===== config.mk =====
export PLATFORM = sky130hd
export DESIGN_NAME = shift_add_multiplier
export DESIGN_NICKNAME = d
export VERILOG_FILES = /design/src/rtl/multiplier_pkg.sv /design/src/rtl/down_counter.sv /design/src/rtl/shift_add_multiplier.sv
export SDC_FILE = /design/constraint.sdc
export NUM_CORES = 1
export LEC_CHECK = 0
export ABC_AREA = 0
export BUFFER_PORTS_ARGS = -buffer_cell sky130_fd_sc_hd__buf_2
export CORE_AREA = 2 2 92 94
export DETAILED_ROUTE_END_ITERATION = 10
export DIE_AREA = 0 0 94 96
export HOLD_SLACK_MARGIN = 0.1
export PLACE_DENSITY = 0.59
export SETUP_SLACK_MARGIN = 0.02
export SYNTH_ARGS = -nofsm -noshare
export SYNTH_HDL_FRONTEND = slang
export SYNTH_SLANG_ARGS = --single-unit

===== constraint.sdc =====
create_clock -name clock -period 3.3 [get_ports clock]
set_input_delay 0.495 -clock clock [delete_from_list [all_inputs] [get_ports clock]]
set_output_delay 0.495 -clock clock [all_outputs]
set_load 0.03 [all_outputs]

===== src/rtl/multiplier_pkg.sv =====
// Shared types and sizing helpers for the shift-add multiplier.
package multiplier_pkg;

  typedef enum logic [1:0] {
    IDLE = 2'd0,
    BUSY = 2'd1,
    DONE = 2'd2
  } state_t;

  localparam int DEFAULT_WIDTH = 8;

  // Bits needed to hold the step count WIDTH-1; never narrower than one bit.
  function automatic int counter_bits(input int width);
    return (width > 1) ? $clog2(width) : 1;
  endfunction

  localparam int COUNTER_BITS = counter_bits(DEFAULT_WIDTH);

endpackage


===== src/rtl/down_counter.sv =====
// Loadable down counter tracking the remaining shift-add steps.
module down_counter #(
  parameter int WIDTH_BITS = 3
) (
  input  logic                  clock,
  input  logic                  reset,
  input  logic                  preset,
  input  logic                  decrement,
  input  logic [WIDTH_BITS-1:0] preset_value,
  output logic                  is_zero
);

  logic [WIDTH_BITS-1:0] count;

  always_ff @(posedge clock) begin
    if (reset) begin
      count <= '0;
    end else if (preset) begin
      count <= preset_value;
    end else if (decrement) begin
      count <= count - WIDTH_BITS'(1);
    end
  end

  assign is_zero = (count == '0);

endmodule


===== src/rtl/shift_add_multiplier.sv =====
// Sequential shift-add multiplier: one multiplier bit per cycle, LSB first,
// signed (final-step subtract) or unsigned operands.
module shift_add_multiplier
  import multiplier_pkg::*;
#(
  parameter int WIDTH = 8
) (
  input  logic                 clock,
  input  logic                 reset,
  input  logic                 start,
  input  logic                 abort,
  input  logic                 signed_mode,
  input  logic [WIDTH-1:0]     multiplicand,
  input  logic [WIDTH-1:0]     multiplier,
  output logic                 ready,
  output logic                 busy,
  output logic [2*WIDTH-1:0]   product
);

  localparam int CW = counter_bits(WIDTH);

  state_t state, state_next;
  logic   capture, step, finish, cnt_zero;

  logic             signed_q;
  logic [WIDTH-1:0] mcand_q;
  logic [WIDTH-1:0] mreg_q;
  logic [WIDTH:0]   acc_q;

  logic                   final_sub;
  logic signed [WIDTH+1:0] mc_ext, acc_ext, addend, sum;

  always_ff @(posedge clock) begin
    if (reset) begin
      state <= IDLE;
    end else begin
      state <= state_next;
    end
  end

  always_comb begin
    state_next = state;
    capture    = 1'b0;
    step       = 1'b0;
    finish     = 1'b0;
    case (state)
      IDLE: begin
        if (start && !abort) begin
          capture    = 1'b1;
          state_next = BUSY;
        end
      end
      BUSY: begin
        // abort wins even on the completing cycle
        if (abort) begin
          state_next = IDLE;
        end else begin
          step = 1'b1;
          if (cnt_zero) begin
            finish     = 1'b1;
            state_next = DONE;
          end
        end
      end
      DONE: begin
        if (!start) state_next = IDLE;
      end
      default: state_next = IDLE;
    endcase
  end

  assign ready = (state == DONE);
  assign busy  = (state == BUSY);

  down_counter #(
    .WIDTH_BITS (CW)
  ) u_counter (
    .clock        (clock),
    .reset        (reset),
    .preset       (capture),
    .decrement    (step && !cnt_zero),
    .preset_value (CW'(WIDTH - 1)),
    .is_zero      (cnt_zero)
  );

  // Two guard bits keep the add/subtract exact before the right shift
  // drops back to the WIDTH+1 accumulator.
  always_comb begin
    final_sub = signed_q & cnt_zero;
    mc_ext    = signed_q ? $signed({{2{mcand_q[WIDTH-1]}}, mcand_q})
                         : $signed({2'b00, mcand_q});
    acc_ext   = $signed({signed_q & acc_q[WIDTH], acc_q});
    addend    = '0;
    if (mreg_q[0]) addend = final_sub ? -mc_ext : mc_ext;
    sum       = acc_ext + addend;
  end

  always_ff @(posedge clock) begin
    if (reset) begin
      signed_q <= 1'b0;
      mcand_q  <= '0;
      mreg_q   <= '0;
      acc_q    <= '0;
      product  <= '0;
    end else if (capture) begin
      signed_q <= signed_mode;
      mcand_q  <= multiplicand;
      mreg_q   <= multiplier;
      acc_q    <= '0;
    end else if (step) begin
      acc_q  <= sum[WIDTH+1:1];
      mreg_q <= {sum[0], mreg_q[WIDTH-1:1]};
      if (finish) product <= {sum[WIDTH:0], mreg_q[WIDTH-1:1]};
    end
  end

endmodule

Word-level counts from Yosys, hierarchy flattened
Index checks and enable logic that the tools add are counted.

storage, ports and cells
  flip-flop bits (word level) = 47
  logic and storage cells = 48
  bits of input ports = 21

cells by class
  reductions and logical operators = 11
  $add $sub $neg = 3
  bitwise logic cells = 3
  eq/ne operators = 5
  mux-type cells = 19

operators with widths
  kind                                                                   count
  10-bit 2-to-1 mux                                                      3
  8-bit 2-to-1 mux                                                       2
  10-bit adder                                                           1
  10-bit negation                                                        1
  2-bit 2-to-1 mux                                                       4
  1-bit 2-to-1 mux                                                       7
  3-bit 2-to-1 mux                                                       2
  2-bit one-hot mux with 3 select lines                                  1
  3-bit AND reduction                                                    2
  2-bit != test, second input constant                                   2
  2-bit nonzero test                                                     2
  3-bit logical NOT                                                      1
  3-bit by 2-bit != test with 1-bit output, second input constant        1
  3-bit by 1-bit subtractor with 3-bit output, second input constant     1
  1-bit AND                                                              2
  2-bit by 1-bit equality test with 1-bit output, second input constant  1
  2-bit equality test, second input constant                             1
  1-bit logical AND                                                      2
  1-bit logical NOT                                                      2
  2-bit logical NOT                                                      1
  2-bit OR reduction                                                     1
  1-bit NOT                                                              1

Longest topological paths before layout
  word-level depth = 7
  depth in mapped cells = 14
  depth with buffers taken out = 13

By module
Synthesis repeated with hierarchy kept, for this count alone.

second synthesis, totals
  cell total of the unflattened synthesis = 319
  area, all modules = 2489.9 µm²

modules (own cells, without submodules)
  module                instances  seq. area each (µm²)  cells each  area each (µm²)
  shift_add_multiplier  1          880.8                 298         2306.0
  down_counter          1          60.1                  21          183.9

Worst setup path before layout
OpenSTA, ideal clock, no wires.

  kind = reg-to-reg
  start = reg u_counter.count[0]
  end = reg acc_q[7]
  period minus slack after synthesis = 3078 ps
  setup time = 62 ps
  setup slack = 222 ps
  path buffers = 1
  arrival = 3016 ps
  data required time = 3238 ps
  stages on the path, launching flop included = 14
  path through = dfxtp_1 inv_1 ha_1 nor2b_1 clkbuf_1 nand2_1 or3_1 a21boi_0 ha_1 a21o_1 a2111oi_2 o31ai_1 or3_1 nand3_1

between the ends
  word-level cells in the longest chain between the ends = 5

ends and longest elaborated chain
  item                             RTL line                     text
  start, declared                  down_counter.sv:13           logic [WIDTH_BITS-1:0] count;
  start signal, assigned           down_counter.sv:19           count <= preset_value;
  start signal, assigned           down_counter.sv:21           count <= count - WIDTH_BITS'(1);
  3-bit logical NOT                down_counter.sv:25           assign is_zero = (count == '0);
  1-bit AND                        shift_add_multiplier.sv:89   final_sub = signed_q & cnt_zero;
  10-bit 2-to-1 mux (2 in series)  shift_add_multiplier.sv:94   if (mreg_q[0]) addend = final_sub ? -mc_ext : mc_ext;
  10-bit adder                     shift_add_multiplier.sv:95   sum = acc_ext + addend;
  end signal, assigned             shift_add_multiplier.sv:111  acc_q <= sum[WIDTH+1:1];
  end, declared                    shift_add_multiplier.sv:28   logic [WIDTH:0] acc_q;

No other way between the ends.
A chain may end at the register's enable or synchronous reset.

Worst setup path after layout
  start = reg u_counter.count[0]
  end = reg product[15]

between the ends
  word-level cells in the longest chain between the ends = 5
  elaborated cells between the ends (all ways) = 9
  those cells by class = add/sub (1); mux (5); bitwise (1); reduce/logical (2)

ends and longest elaborated chain
  item                                                   RTL line                                                text
  3-bit logical NOT *                                    down_counter.sv:25
  1-bit AND or 1-bit 2-to-1 mux (tied branches)          shift_add_multiplier.sv:89, shift_add_multiplier.sv:59
  10-bit 2-to-1 mux or 1-bit 2-to-1 mux (tied branches)  shift_add_multiplier.sv:94, shift_add_multiplier.sv:55
  10-bit 2-to-1 mux or 1-bit 2-to-1 mux (tied branches)  shift_add_multiplier.sv:94, shift_add_multiplier.sv:46
  10-bit adder or 3-bit AND reduction (tied branches)    -
  end signal, assigned                                   shift_add_multiplier.sv:113                             if (finish) product <= {sum[WIDTH:0], mreg_q[WIDTH-1:1]};
  end, declared                                          shift_add_multiplier.sv:17                              output logic [2*WIDTH-1:0] product

Mark *: on every way between the ends. The rest lies on a longest branch, timed or not.

==> impl_metrics.json <==
{
  "floorplan.die_area_sq_um": 9020,
  "cts.clk_slew.worst_paths_ns": 0.09,
  "grt_overall_usage": 0.134,
  "synth-edff-count": 0,
  "postSynth.topFlopCell": "sky130_fd_sc_hd__dfxtp_1",
  "maxCapViolCount": 0,
  "sinks_on_the_clock_net": 47,
  "drive_gt1_frac": 0.174,
  "horizontal_extent_of_the_die_um": 94,
  "cts_repair_resize_count": 0,
  "worstSkewPairLatency_ns": 0.31,
  "syn_nets": 342,
  "cts_hold_repair.buffers": 0,
  "floorplan.initialDensity": 0.300,
  "detail_route.first_pass.iterations": 4,
  "synth_most_common_cell": "sky130_fd_sc_hd__nand2_1",
  "diodes": 0,
  "numCtsBuffers": 5,
  "timing.final.hold_violations": 0,
  "synthDominantCellAreaShare": 0.389,
  "postSynthCellCount": 308,
  "power.ir.vdd_worst_v": 0.000198,
  "grt_setup_unrepaired": "no",
  "synth_top_cells_by_area": "sky130_fd_sc_hd__dfxtp_1 39%, sky130_fd_sc_hd__nand2_1 10%, sky130_fd_sc_hd__a21oi_1 8.7%",
  "port_buffers": 38,
  "worst_slew_pin_slew_ns": 0.772,
  "first_iter_violations": 94,
  "slew_viol_final": 0,
  "yosys_register_bits": 47,
  "place_hpwl_mm": 4.18,
  "cts_tree": "built",
  "netlist_top_cells_count": "67 x sky130_fd_sc_hd__nand2_1, 47 x sky130_fd_sc_hd__dfxtp_1, 42 x sky130_fd_sc_hd__a21oi_1, 18 x sky130_fd_sc_hd__nor2_1, 14 x sky130_fd_sc_hd__nor3_1",
  "core_box_area_sq_um": 8050,
  "clock_tree.buffer_depth": 2,
  "cp_data_arrival_time_ns": 3.29,
  "fin_crit_sh": 0.918,
  "layout.area.seq_sq_um": 941,
  "syn_area_sq_um": 2420,
  "fmax_mhz": 330,
  "grt_start_max_net_pins": 43,
  "data_required_time_of_the_worst_path_ns": 3.56,
  "post_synth.cell_area_avg_sq_um": 7.85,
  "design.final.nets": 378,
  "wire_per_inst_um": 12.9,
  "grt_pass1_vias": 2032,
  "slew_headroom": 0.485,
  "run_status": "complete, no violations",
  "timing.setup.critical_path_class": "register to register",
  "io-pin-count": 39,
  "cp_max_fanout": 9,
  "placementRows": 33,
  "synth_top_area_cell": "sky130_fd_sc_hd__dfxtp_1",
  "netlist-cell-type-count": 44,
  "cts_max_level": 2,
  "drt_drc_violations_left": 0,
  "cts_setup_buffers": 0,
  "number_of_antenna_violating_nets_in_the_routed_design": 0,
  "first_pass_grt_wire_length_mm": 9.56,
  "synthesis.yosys.warnings": 0,
  "final.setup.tns_ns": 0,
  "fill_count": 878,
  "setup.worst_path.start_class": "register",
  "placedCellCount": 442,
  "period_minus_slack_ns": 3.03,
  "antenna_found_initial": 0,
  "finClkSkew_ns": 0.00834,
  "globalRouteOverflowTotal": 0,
  "die_y_um": 96,
  "multi_input_area_sq_um": 1430,
  "syn_to_final_growth_pct": 18.0,
  "timing.critical_path.to_type": "register",
  "finalWirelength_mm": 5.81,
  "hold_path_class": "primary input to register",
  "static-leakage-power_nw": 1.13,
  "num_vias": 2223,
  "cts.root.buffer_cell": "sky130_fd_sc_hd__clkbuf_8",
  "power_density_nw_per_um2": 393,
  "synth_seq_area_share": 0.389,
  "async_reset_ff_frac": 0,
  "routed_via_density": 4.94,
  "stdcell_count": 450,
  "setup_viol": 0,
  "gp_routability_congestion": 0.869
}
routing by layer:
metal | vias up | global-route usage | part of all wire
met3 | 10 | 0.0290 | 0.040
met5 | - | 0 | 0
met2 | 44 | 0.213 | 0.45
met4 | 0 | 0.0531 | 0.017
met1 | 1017 | 0.179 | 0.49
li1 | 1152 | - | -
through the flow:
stage                     instance area [sq um]  setup WS [ns]  total power [mW]  hold slack [ns]   util
after detailed placement                   2730          0.155             0.758            0.445  0.340
after global routing                       2850         0.0629              1.18            0.431  0.354
after CTS                                  2830          0.141              1.14            0.409  0.352
final                                      2850          0.271              1.12            0.420  0.354
after floorplan                            2420          0.222             0.713            0.441      -
after global placement                     2730          0.210             0.755            0.441  0.340
final timing paths:
check	end	cells after the start	slack (ns)	startpoint
max	product[15]	12	0.27	u_counter.count[0]
min	signed_q	3	0.42	signed_mode
max reg2reg	product[15]	12	0.27	u_counter.count[0]
min reg2reg	product[2]	2	0.46	product[2]
state kept, by name (all words and copies together), names as in the netlist:
| name | flops |
|---|---|
| mreg_q | 8 |
| mcand_q | 8 |
| u_counter.count | 3 |
| state | 2 |
| product | 16 |
| acc_q | 9 |
| signed_q | 1 |
power by group:
group / total [mW] / switching (mW) / leakage [nW] / internal [mW]
sequential: 0.609 / 0.0220 / 0.382 / 0.587
clock: 0.377 / 0.206 / 0.0474 / 0.171
combinational: 0.136 / 0.0817 / 0.702 / 0.0541
placed cells by master (no fill, tap or decap), types with 4 or more instances in the layout:
cell type                  Yosys  layout
sky130_fd_sc_hd__nand2_1      67      66
sky130_fd_sc_hd__buf_4         0       6
sky130_fd_sc_hd__or3_1         4       4
sky130_fd_sc_hd__o21ai_0       6       6
sky130_fd_sc_hd__nor3_1       14      14
sky130_fd_sc_hd__clkbuf_8      0       6
sky130_fd_sc_hd__o22ai_1       8       8
sky130_fd_sc_hd__xnor2_1       6       6
sky130_fd_sc_hd__and2_1        5       5
sky130_fd_sc_hd__a21boi_0      4       4
sky130_fd_sc_hd__nand3_1       8       8
sky130_fd_sc_hd__a21oi_1      42      42
sky130_fd_sc_hd__nor2_1       18      18
sky130_fd_sc_hd__dfxtp_1      47      47
sky130_fd_sc_hd__ha_1         12      12
sky130_fd_sc_hd__buf_2         1      38
sky130_fd_sc_hd__nand2b_1      4       4
sky130_fd_sc_hd__inv_1         5       5
critical path, cell delays in order (launching register included):
cell	delay (ns)
sky130_fd_sc_hd__dfxtp_1	0.32
sky130_fd_sc_hd__inv_1	0.08
sky130_fd_sc_hd__ha_1	0.20
sky130_fd_sc_hd__nor2b_1	0.21
sky130_fd_sc_hd__nand2_2	0.14
sky130_fd_sc_hd__or3_1	0.33
sky130_fd_sc_hd__a21boi_0	0.19
sky130_fd_sc_hd__ha_1	0.30
sky130_fd_sc_hd__a21o_1	0.21
sky130_fd_sc_hd__a2111oi_4	0.39
sky130_fd_sc_hd__o31ai_2	0.14
sky130_fd_sc_hd__nor4b_1	0.33
sky130_fd_sc_hd__a211o_1	0.15
cell families (layout without fill, tap and decap cells):
| kind of cell | after synthesis | count (layout) | share of synthesized area |
|---|---|---|---|
| flip-flops | 47 | 47 | 0.389 |
| AND/OR/NAND/NOR | 138 | 138 | 0.272 |
| adder cells (fa/ha/maj) | 13 | 13 | 0.0704 |
| buffers and inverters | 20 | 57 | 0.0316 |
| AO/OA/AOI/OAI | 81 | 81 | 0.204 |
| XOR/XNOR | 9 | 9 | 0.0326 |
final cells by class:
class | count | share of cell area
multi-input cells | 241 | 0.500
clock buffers | 6 | 0.0289
repair buffers | 44 | 0.0825
inverters | 5 | 0.00658
flip-flops and latches | 47 | 0.330
clock inverters | 2 | 0.00570
well taps | 105 | 0.0461
Power figures use the tool's default switching activity.
